--- src/rtl/arb_pkg.sv ---
// rtl/arb_pkg.sv - shared arbiter state encoding and one-hot to index helper
package arb_pkg;

  // Widest arbiter any variant is allowed to build
  localparam int unsigned ARB_MAX_REQ = 32;

  typedef enum logic {
    ARB_IDLE  = 1'b0,
    ARB_GRANT = 1'b1
  } arb_state_e;

  // Binary index of a one-hot vector; an all-zero vector maps to 0
  function automatic logic [4:0] onehot_to_idx(input logic [ARB_MAX_REQ-1:0] oh);
    logic [4:0] idx;
    idx = '0;
    for (int i = 0; i < ARB_MAX_REQ; i++) begin
      if (oh[i]) begin
        idx = idx | 5'(i);
      end
    end
    return idx;
  endfunction

endpackage

--- src/rtl/rr_pick.sv ---
// rtl/rr_pick.sv - rotate, lowest-set priority encode, rotate back
module rr_pick #(
  parameter  int unsigned N_REQ = 4,
  localparam int unsigned PTR_W = $clog2(N_REQ)
) (
  input  logic [N_REQ-1:0] req,
  input  logic [PTR_W-1:0] ptr,
  output logic [N_REQ-1:0] win,
  output logic             any
);

  logic [2*N_REQ-1:0] req_dbl;
  logic [2*N_REQ-1:0] win_dbl;
  logic [N_REQ-1:0]   rot;
  logic [N_REQ-1:0]   rot_win;

  // Rotate so ptr becomes bit 0, keep the lowest set bit, rotate it back
  always_comb begin
    req_dbl = {req, req} >> ptr;
    rot     = req_dbl[N_REQ-1:0];
    rot_win = rot & (~rot + N_REQ'(1));
    win_dbl = {rot_win, rot_win} << ptr;
    win     = win_dbl[2*N_REQ-1:N_REQ];
    any     = |req;
  end

endmodule

--- src/rtl/rr_arbiter.sv ---
// rtl/rr_arbiter.sv - round-robin arbiter with registered one-hot grant; ARB_HOLD_LIMIT_EN adds hold-limit preemption
module rr_arbiter
  import arb_pkg::*;
#(
  parameter  int unsigned N_REQ    = 4,
  parameter  int unsigned MAX_HOLD = 8,
  localparam int unsigned IDX_W    = $clog2(N_REQ)
) (
  input  logic             clk,
  input  logic             rst,
  input  logic [N_REQ-1:0] req,
  output logic [N_REQ-1:0] gnt,
  output logic [IDX_W-1:0] gnt_idx,
  output logic             gnt_valid,
  output logic             idle
);

  if (N_REQ < 2 || N_REQ > ARB_MAX_REQ || MAX_HOLD < 1) begin : g_bad_params
    $error("rr_arbiter: N_REQ must be 2..32 and MAX_HOLD at least 1");
  end

  arb_state_e       state_q, state_d;
  logic [IDX_W-1:0] ptr_q, ptr_d;
  logic [N_REQ-1:0] gnt_q, gnt_d;
  logic [IDX_W-1:0] gnt_idx_q, gnt_idx_d;
  logic             gnt_valid_q, gnt_valid_d;

  logic [N_REQ-1:0] pick_req;
  logic [N_REQ-1:0] pick_win;
  logic             pick_any;
  logic [IDX_W-1:0] win_idx;
  logic [IDX_W-1:0] win_ptr_next;
  logic             owner_req;
  logic             do_grant;

`ifdef ARB_HOLD_LIMIT_EN
  localparam int unsigned HOLD_W = $clog2(MAX_HOLD + 1);
  logic [HOLD_W-1:0] hold_q, hold_d;
  logic              hold_expired;
  assign hold_expired = (hold_q >= HOLD_W'(MAX_HOLD - 1));
`endif

  // The owner is masked out so neither a release nor a preemption can re-pick it
  assign pick_req     = req & ~gnt_q;
  assign owner_req    = |(req & gnt_q);
  assign win_idx      = IDX_W'(onehot_to_idx(ARB_MAX_REQ'(pick_win)));
  assign win_ptr_next = (win_idx == IDX_W'(N_REQ - 1)) ? '0 : win_idx + IDX_W'(1);

  rr_pick #(.N_REQ(N_REQ)) u_pick (
    .req (pick_req),
    .ptr (ptr_q),
    .win (pick_win),
    .any (pick_any)
  );

  // Next-state: grant from idle, hand over on release (no bubble), optional preemption
  always_comb begin
    state_d     = state_q;
    ptr_d       = ptr_q;
    gnt_d       = gnt_q;
    gnt_idx_d   = gnt_idx_q;
    gnt_valid_d = gnt_valid_q;
    do_grant    = 1'b0;
`ifdef ARB_HOLD_LIMIT_EN
    hold_d      = hold_q;
`endif
    case (state_q)
      ARB_IDLE: begin
        if (pick_any) begin
          do_grant = 1'b1;
        end
      end
      ARB_GRANT: begin
`ifdef ARB_HOLD_LIMIT_EN
        hold_d = (hold_q == HOLD_W'(MAX_HOLD)) ? hold_q : hold_q + HOLD_W'(1);
`endif
        if (!owner_req) begin
          if (pick_any) begin
            do_grant = 1'b1;
          end else begin
            state_d     = ARB_IDLE;
            gnt_d       = '0;
            gnt_idx_d   = '0;
            gnt_valid_d = 1'b0;
`ifdef ARB_HOLD_LIMIT_EN
            hold_d      = '0;
`endif
          end
        end
`ifdef ARB_HOLD_LIMIT_EN
        else if (hold_expired && pick_any) begin
          do_grant = 1'b1;
        end
`endif
      end
      default: begin
        state_d     = ARB_IDLE;
        gnt_d       = '0;
        gnt_idx_d   = '0;
        gnt_valid_d = 1'b0;
      end
    endcase
    if (do_grant) begin
      state_d     = ARB_GRANT;
      gnt_d       = pick_win;
      gnt_idx_d   = win_idx;
      gnt_valid_d = 1'b1;
      ptr_d       = win_ptr_next;
`ifdef ARB_HOLD_LIMIT_EN
      hold_d      = '0;
`endif
    end
  end

  // State and output registers with synchronous reset
  always_ff @(posedge clk) begin
    if (rst) begin
      state_q     <= ARB_IDLE;
      ptr_q       <= '0;
      gnt_q       <= '0;
      gnt_idx_q   <= '0;
      gnt_valid_q <= 1'b0;
`ifdef ARB_HOLD_LIMIT_EN
      hold_q      <= '0;
`endif
    end else begin
      state_q     <= state_d;
      ptr_q       <= ptr_d;
      gnt_q       <= gnt_d;
      gnt_idx_q   <= gnt_idx_d;
      gnt_valid_q <= gnt_valid_d;
`ifdef ARB_HOLD_LIMIT_EN
      hold_q      <= hold_d;
`endif
    end
  end

  assign gnt       = gnt_q;
  assign gnt_idx   = gnt_idx_q;
  assign gnt_valid = gnt_valid_q;
  assign idle      = ~(|req);

endmodule

--- config.mk ---
export PLATFORM = sky130hd
export DESIGN_NAME = rr_arbiter
export DESIGN_NICKNAME = d
export VERILOG_FILES = /design/src/rtl/arb_pkg.sv /design/src/rtl/rr_pick.sv /design/src/rtl/rr_arbiter.sv
export SDC_FILE = /design/constraint.sdc
export NUM_CORES = 1
export LEC_CHECK = 0
export CORE_AREA = 3 3 40 42
export DETAILED_ROUTE_END_ITERATION = 10
export DIE_AREA = 0 0 43 45
export HOLD_SLACK_MARGIN = 0.08
export PLACE_DENSITY_LB_ADDON = 0.08
export SLEW_MARGIN = 20
export SYNTH_ARGS = -nofsm -noshare
export SYNTH_HDL_FRONTEND = slang
export SYNTH_HIERARCHICAL = 1
export SYNTH_SLANG_ARGS = --single-unit
--- constraint.sdc ---
create_clock -name clk -period 1.9 [get_ports clk]
set_input_delay 0.19 -clock clk [delete_from_list [all_inputs] [get_ports clk]]
set_output_delay 0.19 -clock clk [all_outputs]
set_load 0.05 [all_outputs]
Word-level counts from Yosys, hierarchy flattened
Index checks and enable logic that the tools add are counted.
{ "classes": {"addsub": 2, "eq_ne": 3, "n_shift": 2, "n_mux": 22, "n_bitwise": 7, "n_reduce_logical": 5} }
{ "op_table": {"columns": ["cell", "count"], "rows": [
  ["4-bit 2-to-1 mux", 4],
  ["2-bit 2-to-1 mux", 7],
  ["4-bit bitwise AND", 3],
  ["4-bit OR reduction", 3],
  ["1-bit 2-to-1 mux", 10],
  ["4-bit inverter", 2],
  ["8-bit by 2-bit left shift with 8-bit output", 1],
  ["8-bit by 2-bit right shift with 4-bit output", 1],
  ["4-bit by 1-bit adder with 4-bit output, second input constant", 1],
  ["2-bit by 1-bit != test with 1-bit output, second input constant", 2],
  ["3-bit AND reduction", 1],
  ["2-bit by 1-bit adder with 2-bit output, second input constant", 1],
  ["2-bit == test, second input constant", 1],
  ["1-bit inverter", 2],
  ["1-bit one-hot mux with 2 select lines", 1],
  ["2-bit nonzero test", 1]
]} }
{ "word_totals": {"ff_bits": 10, "input_bits": 6, "output_inout_bits": 8, "word_cells": 46} }

Longest topological paths before layout
Gate-level depths: netlist (run 1).
{ "logic_depth": {"ltp_word": 12, "ltp_mapped": 7, "depth_no_buf": 7} }

Cells and area by module
The synthesis (run 1) kept the hierarchy.
{ "by_module_without_submodules": {"columns": ["mod", "n_inst", "cells_each", "area_per_inst_um2", "seq_area_each_um2"], "rows": [
  ["rr_arbiter", 1, 41, 401.6, 200.2],
  ["rr_pick", 1, 19, 117.6, 0.0]
]} }

Worst setup path after synthesis (run 1)
Ideal clock, no wire load.
{ "synth_timing": {"path_kind": "register to register", "startpoint": "register gnt_q[2], in the netlist gnt[2]", "endpoint": "register ptr_q[1]", "setup_time_ns": 0.070, "t_arrival_ns": 1.916, "required_ns": 1.830, "path_slack_ns": -0.085, "path_stages_with_launch": 8, "path_buffers": 0, "synth_period_minus_slack_ns": 1.985, "cell_sequence": "dfxtp_1 > nor2b_1 > nor2b_1 > o21ai_0 > and3_1 > xnor2_1 > or4_1 > a21oi_1"} }
{ "synth_between": {"elab_chain_len": 12, "word_cells_on_any_way": 19, "classes_between": "add/sub: 2; eq/ne: 1; shift: 2; mux: 7; bitwise: 5; reduce/logical: 2"} }
{ "synth_rtl": {"columns": ["element", "line", "text"], "rows": [
  ["start, declared", "rr_arbiter.sv:24", "logic [N_REQ-1:0] gnt_q, gnt_d;"],
  ["start signal, assigned", "rr_arbiter.sv:129", "gnt_q <= gnt_d;"],
  ["4-bit inverter *", "rr_arbiter.sv:44", "assign pick_req = req & ~gnt_q;"],
  ["4-bit bitwise AND *", "rr_arbiter.sv:44", null],
  ["net pick_req[2]", "rr_arbiter.sv:28", "logic [N_REQ-1:0] pick_req;"],
  ["8-bit by 2-bit right shift with 4-bit output *", "rr_pick.sv:19", "req_dbl = {req, req} >> ptr;"],
  ["4-bit inverter", "rr_pick.sv:21", "rot_win = rot & (~rot + N_REQ'(1));"],
  ["4-bit by 1-bit adder with 4-bit output", "rr_pick.sv:21", null],
  ["4-bit bitwise AND *", "rr_pick.sv:21", null],
  ["8-bit by 2-bit left shift with 8-bit output *", "rr_pick.sv:22", "win_dbl = {rot_win, rot_win} << ptr;"],
  ["net pick_win[1]", "rr_arbiter.sv:29", "logic [N_REQ-1:0] pick_win;"],
  ["1-bit 2-to-1 mux *", "arb_pkg.sv:17", "if (oh[i]) begin"],
  ["2-bit 2-to-1 mux * (2 in series)", "arb_pkg.sv:17", null],
  ["2-bit by 1-bit adder with 2-bit output / 2-bit == test (equally long branches)", "rr_arbiter.sv:47", "assign win_ptr_next = (win_idx == IDX_W'(N_REQ - 1)) ? '0 : win_idx + IDX_W'(1);"],
  ["2-bit 2-to-1 mux *", "rr_arbiter.sv:47", null],
  ["end signal, assigned", "rr_arbiter.sv:128", "ptr_q <= ptr_d;"],
  ["end, declared", "rr_arbiter.sv:23", "logic [IDX_W-1:0] ptr_q, ptr_d;"]
]} }
The timed path passes the listed nets; every way through them passes the cells marked *.
A chain may end at the register's enable or synchronous reset.

Worst setup path after layout (run 1)
{ "layout_timing": {"startpoint": "input port req[2]", "endpoint": "register ptr_q[1]"} }
{ "layout_between": {"elab_chain_len": 11, "word_cells_on_any_way": 18, "classes_between": "add/sub: 2; eq/ne: 1; shift: 2; mux: 7; bitwise: 4; reduce/logical: 2"} }
{ "layout_rtl": {"columns": ["element", "line", "text"], "rows": [
  ["start, declared", "rr_arbiter.sv:11", "input logic [N_REQ-1:0] req,"],
  ["4-bit bitwise AND *", "rr_arbiter.sv:44", null],
  ["net pick_req[2]", "rr_arbiter.sv:28", null],
  ["8-bit by 2-bit right shift with 4-bit output *", "rr_pick.sv:19", null],
  ["4-bit inverter", "rr_pick.sv:21", null],
  ["4-bit by 1-bit adder with 4-bit output", "rr_pick.sv:21", null],
  ["4-bit bitwise AND *", "rr_pick.sv:21", null],
  ["8-bit by 2-bit left shift with 8-bit output *", "rr_pick.sv:22", null],
  ["net pick_win[1]", "rr_arbiter.sv:29", null],
  ["1-bit 2-to-1 mux *", "arb_pkg.sv:17", null],
  ["2-bit 2-to-1 mux * (2 in series)", "arb_pkg.sv:17", null],
  ["2-bit by 1-bit adder with 2-bit output / 2-bit == test (equally long branches)", "rr_arbiter.sv:47", null],
  ["2-bit 2-to-1 mux *", "rr_arbiter.sv:47", null]
]} }
Marked as above.

==> results of run 1 <==
[routing by layer]
metal	share of wire	wire, um	track usage	vias to the layer above
li1	-	-	-	300
met1	0.47	640	0.209	262
met2	0.45	604	0.257	18
met3	0.063	85	0.0279	4
met4	0.019	26	0.0723	0
met5	0	0	0	-
[state kept, by name (all words and copies together) (netlist names)]
name	flops
ptr_q	2
gnt_idx	2
gnt	4
gnt_valid	1
state_q	1
[critical path: stages]
cell,delay (ps)
clkdlybuf4s50_1,480
nor2b_2,180
nor2b_1,140
o21ai_0,80
and3_1,230
xnor2_1,120
or4_1,390
a21oi_1,150
[layout make-up]
class | instances | area, sq um | share of cell area
clock buffers | 4 | 36.3 | 0.0418
well taps | 15 | 18.8 | 0.0216
flip-flops and latches | 10 | 204 | 0.235
repair buffers | 31 | 275 | 0.317
inverters | 2 | 7.51 | 0.00866
multi-input cells | 48 | 325 | 0.375
[final timing paths]
| kind | start | to | slack [ps] | cells after the start |
|---|---|---|---|---|
| setup reg to reg | gnt[2]$_SDFFE_PP0P_ | ptr_q[1]$_SDFFE_PP0P_ | 230 | 7 |
| setup / recovery | req[2] | ptr_q[1]$_SDFFE_PP0P_ | 130 | 8 |
| hold reg to reg | gnt_valid$_SDFFE_PP0P_ | gnt_valid$_SDFFE_PP0P_ | 470 | 1 |
| hold / removal | gnt_valid$_SDFFE_PP0P_ | gnt_valid$_SDFFE_PP0P_ | 470 | 1 |
[cell usage in the layout, fill, tap and decap left out, types with 2 or more instances in the layout]
cell,n
a21o_1,2
a21oi_1,6
a22o_1,6
buf_4,18
clkbuf_4,3
clkdlybuf4s50_1,12
dfxtp_1,7
dfxtp_2,3
inv_1,2
nand2_1,2
nor2_1,5
nor2b_1,2
nor2b_2,3
o21a_1,3
o21ai_0,4
o2bb2ai_1,2
[power breakdown]
part	switching [mW]	total (mW)	internal (mW)
logic	0.172	0.332	0.159
clock network	0.0717	0.188	0.116
registers	0.0357	0.279	0.243
[timing repair]
item / 4_1_cts / 5_1_grt
setup buffers: 0 / 0
endpoints found under the setup margin: 0 / 1
hold endpoints to repair: 0 / 0
hold buffers: 0 / 0
gates resized for setup: 0 / 3
[synth_stat cells]
master	n
nand3_1	1
a21oi_1	6
inv_1	2
o22ai_1	1
o21a_1	3
o21ai_0	4
a2bb2oi_2	1
a21o_1	2
and3_1	1
and2_1	1
nor2_1	5
or2_2	1
dfxtp_1	10
or3_1	1
nand2b_1	1
nor4_1	1
o221a_2	1
a22o_1	6
nor3_1	1
nor2b_1	5
or4_1	1
nand2_1	2
xnor2_1	1
o2bb2ai_1	2
[kinds of logic (layout without fill, tap and decap cells)]
kind of cell           after synthesis  count (layout)  synth area share
AND/OR/NAND/NOR                     21              21             0.217
XOR/XNOR                             1               1            0.0169
buffers and inverters                2              37            0.0145
flip-flops                          10              10             0.386
AO/OA/AOI/OAI                       26              26             0.366
[stage by stage]
stage | util | hold WS, ps | area, sq um | setup TNS [ps] | instances
after detailed placement | 0.641 | 457 | 823 | -448 | 106
final | 0.675 | 466 | 867 | 0 | 110
after global placement | 0.641 | 433 | 823 | -359 | 106
after global routing | 0.675 | 502 | 867 | 0 | 110
after CTS | 0.669 | 472 | 860 | 0 | 110
after floorplan | - | 259 | 529 | 0 | 60
==> impl_metrics.json, run 1 <==
{
  "cts_buffer_depth": 2,
  "gr-usage-all-layers": 0.160,
  "peakVddDrop_uv": 503,
  "power_leakage_nw": 0.379,
  "cts_tree": "yes",
  "cellPowerDensity_nw_per_um2": 921,
  "fin_skew_ps": 2.37,
  "place_ws_ps": -158,
  "syn_nets": 66,
  "clk_pin_slew_ps": 70,
  "post_synth_main_area_contributors": "dfxtp_1, a22o_1, nor2b_1",
  "grt_max_degree": 9,
  "layout.nets": 102,
  "min_period_ps": 1770,
  "status": "finished, final reports clean",
  "finalWorstSetupSlack_ps": 129,
  "crit_fanout": 3,
  "fill_cells": 112,
  "io_buffers": 13,
  "ys_types": 24,
  "root_buffer": "clkbuf_4",
  "coreArea_sq_um": 1280,
  "synthCells": 60,
  "drv_cap": 0,
  "antenna_found_initial": 0,
  "synth.top_cell.area_share": 0.386,
  "startpoint_type": "input port",
  "ant_nets": 0,
  "die_h_um": 45,
  "row_count": 13,
  "place.gp.congestion": 0.742,
  "synth_top_area_cell": "dfxtp_1",
  "fin_crit_sh": 0.932,
  "initial_utilization": 0.404,
  "yosysWarnings": 6,
  "io_pins": 14,
  "clkLatencyLatePin_ps": 260,
  "synthToLayoutAreaGrowth_pct": 67.0,
  "finalMaxSlewViolations": 0,
  "firstDrtPassIters": 4,
  "power.total_uw": 798,
  "place_hpwl_um": 1050,
  "tightestPinTransition_ps": 497,
  "cp.arrival_ps": 1970,
  "cp_data_required_time_ps": 2090,
  "rsz0062_at_grt": "no",
  "synth.avg_cell_area_sq_um": 8.65,
  "die_w_um": 43,
  "drive_gt1_frac": 0.347,
  "synthesis.area_sq_um": 519,
  "yosysSeqAreaShare": 0.386,
  "routedWlPerCell_um": 12.3,
  "antennaDiodeCount": 0,
  "cp-end-kind": "register",
  "viasPerCell": 5.31,
  "critical_path_class": "input port to register",
  "cts_htree_levels": 1,
  "grt_pass1_vias": 525,
  "setup_violations": 0,
  "numCtsBuffers": 3,
  "grt_pass1_wl_um": 2280,
  "die-area_sq_um": 1940,
  "hp-class": "register to register",
  "vias": 584,
  "wl_um": 1360,
  "cts.sinks": 10,
  "ys_ff_latch": 10,
  "drt_iter0_markers": 10,
  "hold_violations": 0,
  "grt_overflow": 0,
  "slew_headroom": 0.668,
  "timing.fmax_ghz": 0.565,
  "drc": 0
}
No activity file was read; power rests on OpenSTA's default activity.
==> run 2, diff against run 1 <==
HOLD_SLACK_MARGIN = 0.15   (was 0.08)
TNS_END_PERCENT = 50   (was unset)
==> results of run 2 <==
Final layout, timing and power as in run 1 (identical DEF).
==> run 3, diff against run 2 <==
CORE_AREA = 2 2 39 41   (was 3 3 40 42)
DIE_AREA = 0 0 41 43   (was 0 0 43 45)
RECOVER_POWER = 100   (was unset)
==> impl_metrics.json, run 3 (synthesis gave the netlist of run 1 again) <==
{
  "power_leakage_nw": 0.398,
  "postCtsResizedCells": 0,
  "clkLatencyLatePin_ps": 270,
  "cp_data_required_time_ps": 2110,
  "cp-end-kind": "register",
  "ant_nets": 0,
  "postCtsSetupRepairBufs": 0,
  "status": "finished, final reports clean",
  "r2r-start": "gnt[3]$_SDFFE_PP0P_",
  "crit_fanout": 4,
  "min_from": "gnt_valid$_SDFFE_PP0P_",
  "cp.arrival_ps": 1980,
  "routedWlPerCell_um": 11.8,
  "cts_htree_levels": 1,
  "dp.cells": 109,
  "rsz0062_at_grt": "no",
  "antenna_found_initial": 0,
  "cts_tree": "yes",
  "layout_commonest_cell": "buf_4",
  "grt_overflow": 0,
  "io_buffers": 13,
  "coreArea_sq_um": 1380,
  "peakVddDrop_uv": 599,
  "hold_path_depth": 1,
  "tightestPinTransition_ps": 504,
  "viasPerCell": 5.20,
  "grt_pass1_wl_um": 2350,
  "crit_top_cell": "a21oi_1",
  "gr-usage-all-layers": 0.195,
  "grt_max_degree": 9,
  "r2r_cells": 7,
  "wl_um": 1340,
  "fill_cells": 129,
  "final_cell_count_no_fill": 113,
  "vias": 588,
  "drc": 0,
  "startpoint_type": "input port",
  "slowest_stage": "clkdlybuf4s50_1",
  "critical_path_class": "input port to register",
  "firstDrtPassIters": 4,
  "regArea_sq_um": 204,
  "cellPowerDensity_nw_per_um2": 920,
  "die-area_sq_um": 1760,
  "antennaDiodeCount": 0,
  "drv_cap": 0,
  "r2r_slack_ps": 200,
  "fin_crit_sh": 0.932,
  "hp-class": "register to register",
  "layout.nets": 104,
  "largest_register_ffs": 4,
  "place_hpwl_um": 1080,
  "min_period_ps": 1770,
  "setup_violations": 0,
  "timing.fmax_ghz": 0.565,
  "cts_buffer_depth": 2,
  "drt_iter0_markers": 10,
  "slowest_delay_ps": 470,
  "fin_skew_ps": 6.28,
  "timing.hold.ws_ps": 454,
  "power.total_uw": 794,
  "drive_gt1_frac": 0.309,
  "hold_violations": 0,
  "synthToLayoutAreaGrowth_pct": 66.3,
  "finalMaxSlewViolations": 0,
  "whs_endpoint": "gnt_valid$_SDFFE_PP0P_",
  "slew_headroom": 0.663,
  "path_cells": "clkdlybuf4s50_1 > nor2b_1 > a21o_1 > a21oi_1 > o21a_1 > xnor2_1 > or4_1 > a21oi_1",
  "mostFrequentLayoutCells": "buf_4, dfxtp_1, dlygate4sd3_1, a22o_1, a21oi_1",
  "clk_pin_slew_ps": 70,
  "r2r_end": "ptr_q[1]$_SDFFE_PP0P_",
  "die_h_um": 43,
  "io_pins": 14,
  "grt_pass1_vias": 578,
  "die_w_um": 41,
  "root_buffer": "clkbuf_4",
  "cts.sinks": 10,
  "initial_utilization": 0.375,
  "place.gp.congestion": 0.752,
  "row_count": 14,
  "ctsHoldBuffers": 0,
  "numCtsBuffers": 3,
  "multi_input_area_sq_um": 312
}
==> run 3: final cells by class <==
| type | count | area share |
|---|---|---|
| sequential | 10 | 0.236 |
| timing repair buffer | 33 | 0.329 |
| clock buffer | 4 | 0.0420 |
| tap | 16 | 0.0232 |
| multi-input combinational | 48 | 0.361 |
| inverter | 2 | 0.00870 |
==> run 3: worst max-delay path by stage <==
stage | startpoint | end | slack [ps] | depth (start not counted)
global route | req[2] | gnt[2]$_SDFFE_PP0P_ | 60 | 9
global placement | req[3] | ptr_q[1]$_SDFFE_PP0P_ | -140 | 8
detailed placement | req[3] | ptr_q[1]$_SDFFE_PP0P_ | -150 | 8
CTS | req[3] | ptr_q[1]$_SDFFE_PP0P_ | 130 | 8
finish | req[3] | ptr_q[1]$_SDFFE_PP0P_ | 130 | 8
floorplan | gnt[0]$_SDFFE_PP0P_ | ptr_q[1]$_SDFFE_PP0P_ | 4 | 7
==> run 3: critical path: cells and delay by family <==
family / cells / cell delay [ps]
buf+inv: 1 / 470
xor+xnor: 1 / 130
simple gates: 2 / 620
compound gates: 4 / 570
==> run 3: through the flow <==
stage               TNS (ps)  setup slack [ps]  cell area (sq um)  utilization
global route               0              56.4                863        0.624
finish                     0               129                863        0.624
floorplan                  0              3.71                529            -
CTS                        0               126                876        0.633
global placement        -350              -135                840        0.607
detailed placement      -403              -149                840        0.607
==> run 3: power by group <==
group / switching [mW] / total, mW / internal, mW
sequential: 0.0334 / 0.276 / 0.243
combinational: 0.173 / 0.325 / 0.151
clock: 0.0770 / 0.193 / 0.116
==> run 3: layer usage <==
metal	routed length [um]	global-route usage
met1	621	0.248
met2	642	0.300
met3	46	0.0314
met4	25	0.100
met5	0	0
